==> config.mk <==
export PLATFORM = sky130hd
export DESIGN_NAME = reg_writeback_queue_flat
export DESIGN_NICKNAME = d
export VERILOG_FILES = /design/src/rtl/reg_writeback_queue_if.sv /design/src/rtl/reg_writeback_queue.sv /design/src/flat_wrapper.sv
export SDC_FILE = /design/constraint.sdc
export NUM_CORES = 1
export LEC_CHECK = 0
export ABC_AREA = 1
export CAP_MARGIN = 40
export CORE_ASPECT_RATIO = 0.8
export CORE_MARGIN = 5
export CORE_UTILIZATION = 30
export CTS_CLUSTER_DIAMETER = 200
export DETAILED_ROUTE_END_ITERATION = 7
export DONT_BUFFER_PORTS = 1
export HOLD_SLACK_MARGIN = 0.12
export SLEW_MARGIN = 10
export SYNTH_ARGS = -nofsm -noshare
export SYNTH_HDL_FRONTEND = slang
export SYNTH_SLANG_ARGS = --single-unit
==> constraint.sdc <==
create_clock -name clk -period 3.4 [get_ports clk]
set_input_delay 0.34 -clock clk [delete_from_list [all_inputs] [get_ports clk]]
set_output_delay 0.34 -clock clk [all_outputs]
set_load 0.02 [all_outputs]
==> src/rtl/reg_writeback_queue_if.sv <==
// Writeback queue bus: enqueue handshake from the writeback mux and the
// register-file write port (A3/WD3/WE3) driven by the queue.
interface reg_writeback_queue_if #(
    parameter int DATA_WIDTH = 32,
    parameter int ADDR_WIDTH = 5
);
    logic                  enq_valid;
    logic                  enq_ready;
    logic [ADDR_WIDTH-1:0] enq_addr;
    logic [DATA_WIDTH-1:0] enq_data;
    logic                  wr_en;
    logic [ADDR_WIDTH-1:0] wr_addr;
    logic [DATA_WIDTH-1:0] wr_data;

    modport master (
        output enq_valid, enq_addr, enq_data,
        input  enq_ready, wr_en, wr_addr, wr_data
    );

    modport slave (
        input  enq_valid, enq_addr, enq_data,
        output enq_ready, wr_en, wr_addr, wr_data
    );
endinterface

==> src/rtl/reg_writeback_queue.sv <==
// Register-file writeback FIFO with pending-write scoreboard for RAW hazards.
// Optional youngest-match data forwarding enabled by defining WBQ_FORWARD_EN.
module reg_writeback_queue #(
    parameter int DATA_WIDTH = 32,
    parameter int ADDR_WIDTH = 5,
    parameter int DEPTH      = 4
) (
    input  logic                    clk,
    input  logic                    RST,
    reg_writeback_queue_if.slave    bus,
    input  logic [ADDR_WIDTH-1:0]   chk_addr1,
    input  logic [ADDR_WIDTH-1:0]   chk_addr2,
    output logic                    hazard1,
    output logic                    hazard2,
    output logic [DATA_WIDTH-1:0]   fwd_data1,
    output logic [DATA_WIDTH-1:0]   fwd_data2,
    output logic [$clog2(DEPTH):0]  count
);
    localparam int PTR_W = $clog2(DEPTH);
    localparam int CNT_W = PTR_W + 1;

    logic [ADDR_WIDTH-1:0] addr_r [DEPTH];
    logic [DATA_WIDTH-1:0] data_r [DEPTH];
    logic [DEPTH-1:0]      valid_r;
    logic [PTR_W-1:0]      head_r;
    logic [PTR_W-1:0]      tail_r;
    logic [CNT_W-1:0]      count_r;

    logic                  full_s;
    logic                  empty_s;
    logic                  push_s;
    logic                  pop_s;
    logic [DEPTH-1:0]      set_mask_s;
    logic [DEPTH-1:0]      clr_mask_s;

    // Queue status and push/pop decisions; $zero writes complete the handshake but are not stored.
    always_comb begin
        full_s     = (count_r == CNT_W'(DEPTH));
        empty_s    = (count_r == {CNT_W{1'b0}});
        pop_s      = !empty_s;
        push_s     = bus.enq_valid && !full_s && (bus.enq_addr != {ADDR_WIDTH{1'b0}});
        set_mask_s = push_s ? (DEPTH'(1) << tail_r) : {DEPTH{1'b0}};
        clr_mask_s = pop_s  ? (DEPTH'(1) << head_r) : {DEPTH{1'b0}};
    end

    // Entry storage, pointers and occupancy; reset discards every pending write.
    always_ff @(posedge clk or negedge RST) begin
        if (!RST) begin
            head_r  <= {PTR_W{1'b0}};
            tail_r  <= {PTR_W{1'b0}};
            count_r <= {CNT_W{1'b0}};
            valid_r <= {DEPTH{1'b0}};
            for (int i = 0; i < DEPTH; i++) begin
                addr_r[i] <= {ADDR_WIDTH{1'b0}};
                data_r[i] <= {DATA_WIDTH{1'b0}};
            end
        end else begin
            if (push_s) begin
                addr_r[tail_r] <= bus.enq_addr;
                data_r[tail_r] <= bus.enq_data;
                tail_r         <= tail_r + PTR_W'(1);
            end
            if (pop_s) begin
                head_r <= head_r + PTR_W'(1);
            end
            valid_r <= (valid_r | set_mask_s) & ~clr_mask_s;
            count_r <= count_r + CNT_W'(push_s) - CNT_W'(pop_s);
        end
    end

    // Write port and status driven purely from flops; idle port shows zeros.
    always_comb begin
        bus.enq_ready = !full_s;
        bus.wr_en     = !empty_s;
        bus.wr_addr   = empty_s ? {ADDR_WIDTH{1'b0}} : addr_r[head_r];
        bus.wr_data   = empty_s ? {DATA_WIDTH{1'b0}} : data_r[head_r];
        count         = count_r;
    end

    // Scoreboard lookup: any valid entry, including the head popping this cycle.
    always_comb begin
        hazard1 = 1'b0;
        hazard2 = 1'b0;
        for (int i = 0; i < DEPTH; i++) begin
            hazard1 = hazard1 | (valid_r[i] && (addr_r[i] == chk_addr1));
            hazard2 = hazard2 | (valid_r[i] && (addr_r[i] == chk_addr2));
        end
        hazard1 = hazard1 && (chk_addr1 != {ADDR_WIDTH{1'b0}});
        hazard2 = hazard2 && (chk_addr2 != {ADDR_WIDTH{1'b0}});
    end

`ifdef WBQ_FORWARD_EN
    logic [PTR_W-1:0] age_idx_s;
    logic             in_q_s;

    // Walk entries oldest to youngest so the last match (youngest) wins.
    always_comb begin
        fwd_data1 = {DATA_WIDTH{1'b0}};
        fwd_data2 = {DATA_WIDTH{1'b0}};
        age_idx_s = {PTR_W{1'b0}};
        in_q_s    = 1'b0;
        for (int k = 0; k < DEPTH; k++) begin
            age_idx_s = head_r + PTR_W'(k);
            in_q_s    = (CNT_W'(k) < count_r) && valid_r[age_idx_s];
            fwd_data1 = (in_q_s && (chk_addr1 != {ADDR_WIDTH{1'b0}}) && (addr_r[age_idx_s] == chk_addr1))
                        ? data_r[age_idx_s] : fwd_data1;
            fwd_data2 = (in_q_s && (chk_addr2 != {ADDR_WIDTH{1'b0}}) && (addr_r[age_idx_s] == chk_addr2))
                        ? data_r[age_idx_s] : fwd_data2;
        end
    end
`else
    assign fwd_data1 = {DATA_WIDTH{1'b0}};
    assign fwd_data2 = {DATA_WIDTH{1'b0}};
`endif

endmodule

==> src/flat_wrapper.sv <==
// flat-port wrapper written by rule: the top's interface ports become plain ports
module reg_writeback_queue_flat 
#(
    parameter int DATA_WIDTH = 32,
    parameter int ADDR_WIDTH = 5,
    parameter int DEPTH      = 4
)
  (clk, RST, chk_addr1, chk_addr2, hazard1, hazard2, fwd_data1, fwd_data2, count, bus_enq_valid, bus_enq_addr, bus_enq_data, bus_enq_ready, bus_wr_en, bus_wr_addr, bus_wr_data);
  reg_writeback_queue_if #(.DATA_WIDTH(DATA_WIDTH), .ADDR_WIDTH(ADDR_WIDTH)) bus_i ();
  input  logic clk;
  input  logic RST;
  input  logic [ADDR_WIDTH-1:0] chk_addr1;
  input  logic [ADDR_WIDTH-1:0] chk_addr2;
  output logic hazard1;
  output logic hazard2;
  output logic [DATA_WIDTH-1:0] fwd_data1;
  output logic [DATA_WIDTH-1:0] fwd_data2;
  output logic [$clog2(DEPTH):0] count;
  input wire logic [$bits(bus_i.enq_valid)-1:0] bus_enq_valid;
  input wire logic [$bits(bus_i.enq_addr)-1:0] bus_enq_addr;
  input wire logic [$bits(bus_i.enq_data)-1:0] bus_enq_data;
  output wire logic [$bits(bus_i.enq_ready)-1:0] bus_enq_ready;
  output wire logic [$bits(bus_i.wr_en)-1:0] bus_wr_en;
  output wire logic [$bits(bus_i.wr_addr)-1:0] bus_wr_addr;
  output wire logic [$bits(bus_i.wr_data)-1:0] bus_wr_data;
  assign bus_i.enq_valid = bus_enq_valid;
  assign bus_i.enq_addr = bus_enq_addr;
  assign bus_i.enq_data = bus_enq_data;
  assign bus_enq_ready = bus_i.enq_ready;
  assign bus_wr_en = bus_i.wr_en;
  assign bus_wr_addr = bus_i.wr_addr;
  assign bus_wr_data = bus_i.wr_data;
  reg_writeback_queue #(.DATA_WIDTH(DATA_WIDTH), .ADDR_WIDTH(ADDR_WIDTH), .DEPTH(DEPTH)) u_core (.clk(clk), .RST(RST), .bus(bus_i), .chk_addr1(chk_addr1), .chk_addr2(chk_addr2), .hazard1(hazard1), .hazard2(hazard2), .fwd_data1(fwd_data1), .fwd_data2(fwd_data2), .count(count));
endmodule
==> impl_metrics.env <==
export IMPL_die_h_um=161
export IMPL_grt_pass1_vias=6889
export IMPL_final_setup_tns_ns=0
export IMPL_p_leak_nw=4.65
export IMPL_grt_max_degree=160
export IMPL_synth_seq_cells=159
export IMPL_finalHoldViolations=159
export IMPL_dr_pass1_iters=5
export IMPL_clockBufferDepth=2
export IMPL_rows=55
export IMPL_ios=158
export IMPL_r2r_cells=7
export IMPL_synth_top_area_frac=0.463
export IMPL_core_mm2=0.0283
export IMPL_hp_class="in2async"
export IMPL_diodes=0
export IMPL_clk_pin_slew_ns=0.06
export IMPL_drt_iter0_drc=525
export IMPL_synth_area_per_cell_um2=7.53
export IMPL_violations="negative hold slack"
export IMPL_power_density_mw_per_mm2=1000
export IMPL_h_tree_depth=4
export IMPL_arrival_ns=2.60
export IMPL_antenna_found_initial=1
export IMPL_initial_core_util=0.304
export IMPL_required_ns=3.06
export IMPL_r2r_end="u_core.count[2]"
export IMPL_startpoint="u_core.count[1]"
export IMPL_maxCapViolCount=0
export IMPL_fp_dieW_um=199
export IMPL_switchingPower_mw=4.47
export IMPL_slew_viol_final=0
export IMPL_cp_start_kind="flop"
export IMPL_area_delta_synth_final_pct=12.6
export IMPL_synth_cell_area_mm2=0.00859
export IMPL_cts_hold_buf=37
export IMPL_path_class="reg2out"
export IMPL_avgViaCountPerCell=4.69
export IMPL_clk_latency_ns=0.42
export IMPL_pwr_share_comb=0.466
export IMPL_yosys_warnings=0
export IMPL_post_synth_top_area_cell="dfrtp_1"
export IMPL_n_fill_cell=3018
export IMPL_fin_util=0.342
export IMPL_rsz0062_at_grt="no"
export IMPL_numClockSinks=159
export IMPL_cp_end_kind="output pin"
export IMPL_outcome="finished, violations left"
export IMPL_relSlewSlack=0.461
export IMPL_ir_drop_v=0.000681
export IMPL_place_port_buffers=0
export IMPL_grt_pass1_wl_um=38300
export IMPL_cts_resized=0
export IMPL_critical_path_max_fanout=37
export IMPL_wl_um=24100
export IMPL_fin_crit_sh=0.865
export IMPL_max_freq_mhz=340
export IMPL_cts_root_buffer_cell="clkbuf_16"
export IMPL_cts_tree="yes"
export IMPL_design_die_area_mm2=0.0321
export IMPL_reg2reg_slack_ns=0.95
export IMPL_clkPwrFrac=0.192
export IMPL_nets=1221
export IMPL_worst_pin_slew_ns=0.807
export IMPL_drc=0
export IMPL_postCtsSetupBuffers=0
export IMPL_wire_per_inst_um=15.6
export IMPL_antenna_left=0
export IMPL_fin_crit_ns=2.94
export IMPL_synth_ff_type="dfrtp_1"
export IMPL_async_reset_ff_frac=1.00
export IMPL_whs_ns=-0.390
export IMPL_syn_inst=1141
export IMPL_ys_seq_area_frac=0.463
export IMPL_vias=7230
export IMPL_p_seq_frac=0.342
export IMPL_synthDistinctLibCells=25
export IMPL_crit_end="bus_wr_addr[1]"
export IMPL_p_int_mw=5.21
export IMPL_final_cell_mix="330 x nand2_1, 183 x o21ai_0, 157 x dfrtp_1, 111 x a21oi_1, 105 x inv_1"
export IMPL_track_usage=0.150
export IMPL_crit_reg2reg_launch="u_core.count[1]"
export IMPL_drive_gt1_frac=0.0597
export IMPL_final_common_cell="nand2_1"
export IMPL_dp_hpwl_um=15800
export IMPL_overflow=0
export IMPL_setup_violations_final=0
export IMPL_fin_worst_skew_ns=0.00860
export IMPL_cts_buffers=17
export IMPL_gp_congestion=0.831
export IMPL_p_sw_frac=0.462
export IMPL_synth_area_top_cells="dfrtp_1 46%, nand2_1 14%, o21ai_0 11%"
export IMPL_synth_edff_count=0
==> power by group through the flow <==
stage / registers, mW / logic (mW) / clock network, mW
floorplan: 3.14 / 3.47 / 0
global placement: 3.31 / 4.40 / 0
detailed placement: 3.34 / 4.48 / 0
CTS: 3.31 / 4.56 / 1.92
global route: 3.43 / 5.12 / 1.99
finish: 3.31 / 4.52 / 1.86
==> sequential cells by signal, summed over array words and instances (netlist names) <==
register and cells:
u_core.tail_r 2, u_core.count 3, u_core.head_r 2, u_core.data_r 128, u_core.valid_r 4, u_core.addr_r 20
==> synthesized netlist by cell type (all sizes together) (4+ instances only) <==
library cell,n
buf,95
inv,108
nand2,331
clkbuf,33
a21oi,111
nand3,10
ha,10
nor2,42
o21ai,228
o21a,4
dfrtp,159
==> per-stage QoR <==
stage / hold slack, ns / cells / cell area [um2] / total power [mW] / setup slack, ns
after detailed placement: 0.0495 / 1474 / 8730 / 7.82 / 0.842
after global routing: -0.424 / 1543 / 9670 / 10.5 / 0.112
after global placement: 0.0503 / 1474 / 8730 / 7.71 / 0.930
after floorplan: 0.0444 / 1204 / 8820 / 6.61 / 1.16
after CTS: -0.419 / 1543 / 9670 / 9.78 / 0.374
final: -0.390 / 1543 / 9670 / 9.68 / 0.459
==> final cells by class <==
type	instances	area, um2	area share
multi-input combinational	809	3660	0.379
clock buffer	19	453	0.0468
timing repair buffer	65	593	0.0613
clock inverter	13	111	0.0115
sequential	159	3980	0.412
inverter	108	405	0.0419
tap	370	463	0.0479
==> cell families (layout without fill, tap and decap cells) <==
| family | Yosys count | count (layout) | share of synthesized area |
|---|---|---|---|
| compound gates | 344 | 344 | 0.202 |
| xor+xnor | 4 | 4 | 0.00408 |
| fa+ha+maj | 11 | 11 | 0.0169 |
| buf+inv | 236 | 205 | 0.138 |
| flops | 159 | 159 | 0.463 |
| other cells | 1 | 64 | 0.000437 |
| simple gates | 386 | 386 | 0.174 |
==> worst min-delay path by stage <==
stage | from | end
after floorplan | RST | u_core.addr_r[0]
after global placement | RST | u_core.data_r[40]
after detailed placement | RST | u_core.data_r[40]
after CTS | RST | u_core.data_r[107]
after global routing | RST | u_core.data_r[107]
final | RST | u_core.data_r[40]
==> worst max-delay path: stages, from the launching register on <==
cell and delay (ns):
dfrtp_1 0.49, nor2_1 0.24, nand2_1 0.38, inv_2 0.74, a21oi_1 0.10, buf_4 0.20
==> metal layers <==
metal / up-vias / global-route usage / part of all wire
li1: 3563 / - / -
met1: 3427 / 0.216 / 0.48
met2: 214 / 0.228 / 0.45
met3: 24 / 0.0365 / 0.060
met4: 2 / 0.0357 / 0.013
met5: - / 0 / 0.00029
Note: power is estimated with default switching activity, not from simulation.
